===== config.mk =====
export PLATFORM = sky130hd
export DESIGN_NAME = mu_alu_seq
export DESIGN_NICKNAME = d
export VERILOG_FILES = /design/src/rtl/mu_alu_seq.sv
export SDC_FILE = /design/constraint.sdc
export NUM_CORES = 2
export LEC_CHECK = 0
export CAP_MARGIN = 20
export CORE_ASPECT_RATIO = 0.7
export CORE_MARGIN = 2
export CORE_UTILIZATION = 35
export DETAILED_ROUTE_END_ITERATION = 16
export GPL_ROUTABILITY_DRIVEN = 0
export HOLD_SLACK_MARGIN = 0.03
export PLACE_DENSITY = 0.58
export SETUP_SLACK_MARGIN = 0.15
export SLEW_MARGIN = 20
export SYNTH_ARGS = -nofsm -noshare
export SYNTH_HDL_FRONTEND = slang
export SYNTH_SLANG_ARGS = --single-unit
export TNS_END_PERCENT = 30

===== constraint.sdc =====
create_clock -name clk -period 9.05 [get_ports clk]
set_clock_uncertainty 0.15 [all_clocks]
set_input_delay 1.3575 -clock clk [delete_from_list [all_inputs] [get_ports clk]]
set_output_delay 1.3575 -clock clk [all_outputs]
set_load 0.01 [all_outputs]

===== src/rtl/mu_alu_seq.sv =====
// rtl/mu_alu_seq.sv - sequential signed fixed-point ALU: saturating add/sub/mul, iterative div and log2
// One operation in flight; mu_cost counts every cycle the block is not idle.
module mu_alu_seq #(
  parameter int WIDTH  = 32,
  parameter int FRAC   = 16,
  parameter int COST_W = 32
) (
  input  logic              clk,
  input  logic              rst,
  input  logic              in_valid,
  output logic              in_ready,
  input  logic [2:0]        in_op,
  input  logic [WIDTH-1:0]  in_a,
  input  logic [WIDTH-1:0]  in_b,
  output logic              out_valid,
  input  logic              out_ready,
  output logic [WIDTH-1:0]  out_result,
  output logic              out_sat,
  output logic              out_err,
  output logic [COST_W-1:0] mu_cost,
  input  logic              cost_clr
);
  localparam int QW = WIDTH + FRAC;
  localparam int CW = $clog2(QW + 1);
  localparam logic [WIDTH-1:0] MAX_V = {1'b0, {(WIDTH-1){1'b1}}};
  localparam logic [WIDTH-1:0] MIN_V = {1'b1, {(WIDTH-1){1'b0}}};
  localparam logic [CW-1:0] DIV_LAST = CW'(QW - 1);
  localparam logic [CW-1:0] LOG_LAST = CW'(FRAC - 1);

  typedef enum logic [1:0] {S_IDLE, S_DIV, S_LOG, S_DONE} state_t;

  state_t                state_q;
  logic                  out_valid_q, sat_q, err_q;
  logic [WIDTH-1:0]      res_q;
  logic [COST_W-1:0]     cost_q;
  logic [CW-1:0]         cnt_q;
  logic [WIDTH-1:0]      div_rem_q, div_dvs_q;
  logic [QW-1:0]         div_quo_q;
  logic                  div_neg_q;
  logic [FRAC:0]         log_m_q;
  logic [WIDTH-FRAC-1:0] log_int_q;
  logic [FRAC-1:0]       log_frac_q;

  logic [WIDTH:0]              add_w, sub_w;
  logic signed [2*WIDTH-1:0]   prod_w, mul_w;
  logic [WIDTH-1:0]            add_r, sub_r, mul_r;
  logic                        add_s, sub_s, mul_s;
  logic [WIDTH-1:0]            a_abs, b_abs, a_norm;
  logic                        a_pos;
  int                          a_msb;
  logic [WIDTH:0]              rem_sh;
  logic                        div_ge, div_big, div_s;
  logic [WIDTH-1:0]            rem_d, div_r;
  logic [QW-1:0]               quo_d;
  logic [2*FRAC+1:0]           sq_full;
  logic [FRAC+1:0]             sq_t;
  logic                        log_bit;
  logic [FRAC:0]               log_m_d;
  logic [FRAC-1:0]             log_frac_d;

  always_comb begin
    add_w = {in_a[WIDTH-1], in_a} + {in_b[WIDTH-1], in_b};
    sub_w = {in_a[WIDTH-1], in_a} - {in_b[WIDTH-1], in_b};
    add_s = add_w[WIDTH] ^ add_w[WIDTH-1];
    sub_s = sub_w[WIDTH] ^ sub_w[WIDTH-1];
    add_r = add_s ? (add_w[WIDTH] ? MIN_V : MAX_V) : add_w[WIDTH-1:0];
    sub_r = sub_s ? (sub_w[WIDTH] ? MIN_V : MAX_V) : sub_w[WIDTH-1:0];

    prod_w = {{WIDTH{in_a[WIDTH-1]}}, in_a} * {{WIDTH{in_b[WIDTH-1]}}, in_b};
    mul_w  = prod_w >>> FRAC;
    // Fits in WIDTH only if every bit from WIDTH-1 upward is a copy of the sign.
    mul_s  = !((&mul_w[2*WIDTH-1:WIDTH-1]) || !(|mul_w[2*WIDTH-1:WIDTH-1]));
    mul_r  = mul_s ? (mul_w[2*WIDTH-1] ? MIN_V : MAX_V) : mul_w[WIDTH-1:0];

    a_abs = in_a[WIDTH-1] ? -in_a : in_a;
    b_abs = in_b[WIDTH-1] ? -in_b : in_b;
    a_pos = !in_a[WIDTH-1] && (|in_a);
    a_msb = 0;
    for (int i = 0; i < WIDTH; i++) begin
      if (in_a[i]) a_msb = i;
    end
    a_norm = (a_msb >= FRAC) ? (in_a >> (a_msb - FRAC)) : (in_a << (FRAC - a_msb));

    rem_sh = {div_rem_q, div_quo_q[QW-1]};
    div_ge = rem_sh >= {1'b0, div_dvs_q};
    rem_d  = WIDTH'(div_ge ? rem_sh - {1'b0, div_dvs_q} : rem_sh);
    quo_d  = {div_quo_q[QW-2:0], div_ge};
    div_big = |quo_d[QW-1:WIDTH-1];
    // A negative result may reach exactly 2^(WIDTH-1) without saturating.
    if (div_neg_q) div_s = div_big && ((|quo_d[QW-1:WIDTH]) || (|quo_d[WIDTH-2:0]));
    else           div_s = div_big;
    div_r = div_s ? (div_neg_q ? MIN_V : MAX_V)
                  : (div_neg_q ? -quo_d[WIDTH-1:0] : quo_d[WIDTH-1:0]);

    sq_full    = log_m_q * log_m_q;
    sq_t       = (FRAC+2)'(sq_full >> FRAC);
    log_bit    = sq_t[FRAC+1];
    log_m_d    = log_bit ? sq_t[FRAC+1:1] : sq_t[FRAC:0];
    log_frac_d = FRAC'({log_frac_q, log_bit});
  end

  always_ff @(posedge clk or posedge rst) begin
    if (rst) begin
      state_q     <= S_IDLE;
      out_valid_q <= 1'b0;
      res_q       <= '0;
      sat_q       <= 1'b0;
      err_q       <= 1'b0;
      cost_q      <= '0;
      cnt_q       <= '0;
      div_rem_q   <= '0;
      div_dvs_q   <= '0;
      div_quo_q   <= '0;
      div_neg_q   <= 1'b0;
      log_m_q     <= '0;
      log_int_q   <= '0;
      log_frac_q  <= '0;
    end else begin
      if (cost_clr) cost_q <= '0;
      else if (state_q != S_IDLE && cost_q != '1) cost_q <= cost_q + COST_W'(1);

      case (state_q)
        S_IDLE: if (in_valid) begin
          sat_q <= 1'b0;
          err_q <= 1'b0;
          cnt_q <= '0;
          case (in_op)
            3'd0: begin res_q <= add_r; sat_q <= add_s; out_valid_q <= 1'b1; state_q <= S_DONE; end
            3'd1: begin res_q <= sub_r; sat_q <= sub_s; out_valid_q <= 1'b1; state_q <= S_DONE; end
            3'd2: begin res_q <= mul_r; sat_q <= mul_s; out_valid_q <= 1'b1; state_q <= S_DONE; end
            3'd3: if (in_b == '0) begin
              res_q       <= in_a[WIDTH-1] ? MIN_V : MAX_V;
              sat_q       <= 1'b1;
              err_q       <= 1'b1;
              out_valid_q <= 1'b1;
              state_q     <= S_DONE;
            end else begin
              div_rem_q <= '0;
              div_quo_q <= {a_abs, {FRAC{1'b0}}};
              div_dvs_q <= b_abs;
              div_neg_q <= in_a[WIDTH-1] ^ in_b[WIDTH-1];
              state_q   <= S_DIV;
            end
            3'd4: if (!a_pos) begin
              res_q       <= MIN_V;
              err_q       <= 1'b1;
              out_valid_q <= 1'b1;
              state_q     <= S_DONE;
            end else begin
              log_m_q    <= (FRAC+1)'(a_norm);
              log_int_q  <= (WIDTH-FRAC)'(a_msb - FRAC);
              log_frac_q <= '0;
              state_q    <= S_LOG;
            end
            default: begin res_q <= '0; err_q <= 1'b1; out_valid_q <= 1'b1; state_q <= S_DONE; end
          endcase
        end
        S_DIV: begin
          div_rem_q <= rem_d;
          div_quo_q <= quo_d;
          cnt_q     <= cnt_q + CW'(1);
          if (cnt_q == DIV_LAST) begin
            res_q       <= div_r;
            sat_q       <= div_s;
            out_valid_q <= 1'b1;
            state_q     <= S_DONE;
          end
        end
        S_LOG: begin
          log_m_q    <= log_m_d;
          log_frac_q <= log_frac_d;
          cnt_q      <= cnt_q + CW'(1);
          if (cnt_q == LOG_LAST) begin
            res_q       <= {log_int_q, log_frac_d};
            out_valid_q <= 1'b1;
            state_q     <= S_DONE;
          end
        end
        S_DONE: if (out_ready) begin
          out_valid_q <= 1'b0;
          state_q     <= S_IDLE;
        end
        default: state_q <= S_IDLE;
      endcase
    end
  end

  assign in_ready   = (state_q == S_IDLE);
  assign out_valid  = out_valid_q;
  assign out_result = res_q;
  assign out_sat    = sat_q;
  assign out_err    = err_q;
  assign mu_cost    = cost_q;
endmodule


# After elaboration in Yosys (flattened, before gate mapping)
# Index checks and enable logic that the tools add are counted.
# word_totals
register_bits,236
input_bits,72
# op_classes
n_addsub,10
multipliers,2
magnitude_cmp,2
n_eq_ne,20
shift,2
muxes,97
bitwise_logic,4
n_reduce_logical,35
# ops
op,count
two-way mux 32 bit,51
one-hot mux 32 bit (5 select lines),1
two-way mux 48 bit,3
negator 32 bit,3
one-hot mux 32 bit (3 select lines),1
one-hot mux 48 bit (2 select lines),1
two-way mux 17 bit,5
multiplier 32 x 32 -> 64 bit,1
one-hot mux 32 bit (2 select lines),1
two-way mux 15 bit,3
multiplier 17 x 17 -> 34 bit,1
one-hot mux 17 bit (2 select lines),1
OR reduction 17 bit,2
adder 32 x 32 -> 33 bit,1
>= comparator 33 x 32 -> 1 bit,1
subtractor 32 x 32 -> 33 bit,1
adder 32 x 1 -> 32 bit (second input constant),1
>= comparator 32 x 6 -> 1 bit (second input constant),1
logical NOT 32 bit,1
inequality test 32 bit (second input constant),1
OR reduction 32 bit,1
<< shifter 32 x 32 -> 17 bit,1
>> shifter 32 x 32 -> 17 bit,1
subtractor 32 bit,1
other kinds (41),87

# Depth between registers and ports, before layout
# logic_depth
word_depth,38
ltp_mapped,36
depth_no_buf,30

# Worst setup path before layout
# Ideal clock, no wire load.
# synth_timing
kind,input to register
from,input port in_a[31]
to,"register res_q[3], in the netlist out_result[3]"
setup_ps,90
arrival_time_ps,10601
required_time_ps,8810
path_slack_ps,-1791
path_stages,33
n_path_buf,6
cell_sequence,inv_1 > clkbuf_1 > clkbuf_1 > buf_1 > nor2_1 > fa_1 > fa_1 > fa_1 > inv_1 > fa_1 > inv_1 > fa_1 > fa_1 > inv_1 > fa_1 > fa_1 > inv_1 > ha_1 > clkbuf_1 > nand2_1 > nor2_1 > and4_1 > o2111ai_1 > and2_1 > nand3b_1 > a31o_2 > or4_4 > o31ai_4 > and2_1 > buf_4 > buf_6 > nand2_1 > o2111ai_1
# synth_between
elab_chain_len,8
word_cells_on_any_way,25
# synth_rtl
item,line,rtl
from (decl),13,"input logic [WIDTH-1:0] in_a,"
multiplier 32 x 32 -> 64 bit,69,"prod_w = {{WIDTH{in_a[WIDTH-1]}}, in_a} * {{WIDTH{in_b[WIDTH-1]}}, in_b};"
OR reduction 17 bit,72,mul_s = !((&mul_w[2*WIDTH-1:WIDTH-1]) || !(|mul_w[2*WIDTH-1:WIDTH-1]));
logical NOT 1 bit,72,
logical OR 1 bit,72,
two-way mux 32 bit,73,mul_r = mul_s ? (mul_w[2*WIDTH-1] ? MIN_V : MAX_V) : mul_w[WIDTH-1:0];
one-hot mux 32 bit (5 select lines),127,case (in_op)
two-way mux 32 bit,123,S_IDLE: if (in_valid) begin
one-hot mux 32 bit (3 select lines),122,case (state_q)
to (signal assigned),132,res_q <= in_a[WIDTH-1] ? MIN_V : MAX_V;
to (signal assigned),163,res_q <= div_r;
to (signal assigned),174,"res_q <= {log_int_q, log_frac_d};"
to (decl),34,logic [WIDTH-1:0] res_q;
# Parallel ways exist; a longest one is shown, timed or not. The select of a mux whose other input is x is not followed.
# A chain may end at the register's enable or synchronous reset.

# Worst setup path in the final report
# layout_timing
from,input port in_a[31]
to,"register res_q[2], in the netlist out_result[2]"
# The elaborated chain is that of the path after synthesis.

==> impl_metrics.csv <==
group,metric,value,unit
outcome,outcome,"complete, but fails checks",
detailed_routing,vias,57700,
setup_path,reg2regPathDepth,25,
grt,antenna_found_initial,23,
timing,setup_tns,-17.02,ns
place,hpwlAfterDp,213,mm
detailed_routing,wl_per_cell,23.9,um
logic_synthesis,yosysMostFrequentCell,"inv_1",
die,initial_core_util,35.2,%
setup_path,crit_fanout,7,
layout,area.growth.synth_to_final,21.6,%
timing,fin_ws,-0.594,ns
layout,final_net_count,9951,
setup_path,cpMostUsedCell,"fa_1",
die,die_h,362,um
logic_synthesis,synth.distinct_cells,90,
timing,layout_min_cycle_time,9.64,ns
setup_path,required,9.31,ns
clocking,cts_sinks,225,
timing,rsz0062_at_grt,"true",
setup_path,r2r_start,"log_m_q[10]",
setup_path,crit_path_top_delay_cell,"fa_2",
detailed_routing,firstDrtPassIters,8,
timing,finalCritPeriodShare,107,%
die,io_pins,140,
flow_run,drv_cap,0,
logic_synthesis,synth-main-ff-cell,"dfrtp_1",
layout,drive_above_1_share,16.5,%
worst_hold_path,worstHoldPathCells,2,
logic_synthesis,synth_area_leader_cell,"fa_1",
clocking,clkLatencyLatePin,0.56,ns
logic_synthesis,async_flop_share,100,%
grt,track_usage,27.2,%
clocking,hold_buffers,0,
setup_path,critPathTopFamily,"adder cells",
die,die_w,516,um
setup_path,path_buf_inv,13,
logic_synthesis,ys_seq_area_share,8.77,%
setup_path,critPathArrivalTime,9.91,ns
die,dieArea,187000,um^2
clocking,cts_buffer_depth,3,
grt,grt-ovfl-total,0,
logic_synthesis,synth_top_area_share,39.7,%
detailed_routing,detail_route.iter0.violations,6106,
setup_path,regToRegEndpoint,"log_m_q[7]",
logic_synthesis,syn_avg_cell_area,8.50,um^2
clocking,tritoncts,"done",
detailed_routing,met2_length,102,mm
grt,grt_first_pass_wirelength,382,mm
detailed_routing,drcViolationCount,0,
setup_path,cp-end-kind,"flip-flop",
layout,n_fill_cell,18000,
timing,tightestPinTransition,1.12,ns
setup_path,max_stage_delay,0.60,ns
clocking,h-tree-depth,1,
detailed_routing,route.met3.wl,35.3,mm
logic_synthesis,yosys-top-cells-count,"inv_1 (1329), fa_1 (1274), nand2_1 (938)",
outcome,violations,"setup timing",
logic_synthesis,synth_nets,9298,
layout,multi_input_area,53300,um^2
die,rows,131,
die,core,182000,um^2
grt,grt_pass1_vias,58600,
layout,seq_area,5630,um^2
logic_synthesis,ys_warn_count,0,
logic_synthesis,synth_enable_flop_cells,0,
timing,fmaxAchievable,0.104,GHz
logic_synthesis,synth-seq-cells,225,
detailed_routing,ant_nets,0,
timing,setup_viol,32,
worst_hold_path,min_path_type,"reg2reg",
timing,slew_headroom,24.6,%
place,port_buffers,139,
detailed_routing,wirelength,256,mm
logic_synthesis,synth_area,64200,um^2
worst_hold_path,hp-start,"log_frac_q[10]",
logic_synthesis,synthCells,7555,
detailed_routing,avgViaCountPerCell,5.39,
setup_path,rrSetupSlack,0.77,ns
timing,final_max_slew_viol_count,0,
grt,grt_max_degree,147,
timing,hold_viol_final,0,
setup_path,cp-start-kind,"primary input",
clocking,cts_made_buffers,30,
logic_synthesis,netlist_top_cells_area,"fa_1 (40%), dfrtp_1 (8.8%), inv_1 (7.8%)",
worst_hold_path,holdPathEnd,"log_frac_q[10]",
clocking,cts_root_buffer,"clkbuf_16",
clocking,clkTransAtPathRegs,0.06,ns
detailed_routing,top_layer_used,"met5",
setup_path,crit_type,"in2reg",
detailed_routing,wl_met1,108,mm
## tightest hold or removal path: stages, from the launching register on
cell,delay [ns]
dfrtp_1,0.34
nand2_1,0.05
nand2_1,0.04
## cell type report
class,instances,area share [%]
Clock buffer,41,1.09
Sequential cell,225,7.21
Multi-Input combinational cell,5551,68.3
Antenna cell,11,0.0353
Tap cell,2460,3.94
Clock inverter,13,0.202
Timing Repair Buffer,1052,12.6
Inverter,1348,6.59
## placed cells by master, fill, tap and decap left out, types with 33 or more instances in the layout
cell type / synthesis / layout
fa_2: 0 / 53
nand4_1: 40 / 40
nor3_1: 78 / 73
o211ai_1: 34 / 34
mux2i_1: 81 / 81
buf_6: 3 / 61
o21ai_0: 311 / 294
o21a_1: 40 / 40
buf_4: 2 / 745
clkdlybuf4s50_1: 0 / 81
xor2_1: 90 / 88
inv_1: 1329 / 1299
dfrtp_1: 225 / 225
ha_1: 397 / 364
nand3_1: 109 / 106
and2_1: 379 / 374
nand2b_1: 33 / 33
or3_1: 41 / 40
buf_12: 0 / 99
a21o_1: 65 / 65
a211oi_1: 47 / 41
nand2_1: 938 / 920
fa_1: 1274 / 1221
xnor2_1: 172 / 169
nor2_1: 582 / 550
o31ai_1: 41 / 38
a21oi_1: 359 / 332
## worst max path at each step
stage,start,endpoint,slack (ns),cells past startpoint
after global placement,in_b[9],out_result[3],-2.19,31
after floorplan,in_a[31],out_result[3],-0.85,33
after CTS,in_a[31],out_result[29],-0.48,35
after global routing,in_a[31],out_result[11],-0.85,36
after detailed placement,in_b[9],out_result[3],-2.29,31
final,in_a[31],out_result[2],-0.59,35
## cell families after synthesis
kind of cell	share of synthesized area, %
AO/OA/AOI/OAI	11.3
XOR/XNOR	3.57
adder cells (fa/ha/maj)	47.5
buffers and inverters	10.5
flip-flops	8.77
multiplexers	1.56
AND/OR/NAND/NOR	16.9
## per-stage QoR
stage | hold WS (ns) | instance area [um^2] | std cells | util [%] | setup WS (ns)
2_1_floorplan | 0.289 | 64400 | 7555 | - | -0.853
3_3_place_gp | 0.300 | 74100 | 10500 | 40.7 | -2.19
3_5_place_dp | 0.307 | 74100 | 10500 | 40.7 | -2.29
4_1_cts | 0.322 | 77500 | 10700 | 42.5 | -0.481
5_1_grt | 0.356 | 78000 | 10700 | 42.8 | -0.846
6_report | 0.319 | 78100 | 10700 | 42.8 | -0.594
## registers in the layout, summed over array words and instances, names as in the netlist
register,cells
cnt_q,6
div_dvs_q,32
div_neg_q,1
div_quo_q,48
div_rem_q,32
log_frac_q,15
log_int_q,5
log_m_q,17
mu_cost,32
out_err,1
out_result,32
out_sat,1
out_valid,1
state_q,2
## metal layers
metal / up-vias / global-route usage (%)
li1: 25000 / -
met1: 29100 / 39.1
met2: 3173 / 37.9
met3: 450 / 9.08
met4: 16 / 9.22
met5: - / 0
## what timing repair did
action                     CTS  global route
gates resized for setup    402           110
setup endpoints to repair   33            33
setup buffers               88            12
pin swaps                  181            97
gates cloned                 9             0
Power is left out: the tool's default activity adds up to more than one toggle a clock period on the data nets, which glitch-free logic cannot reach.
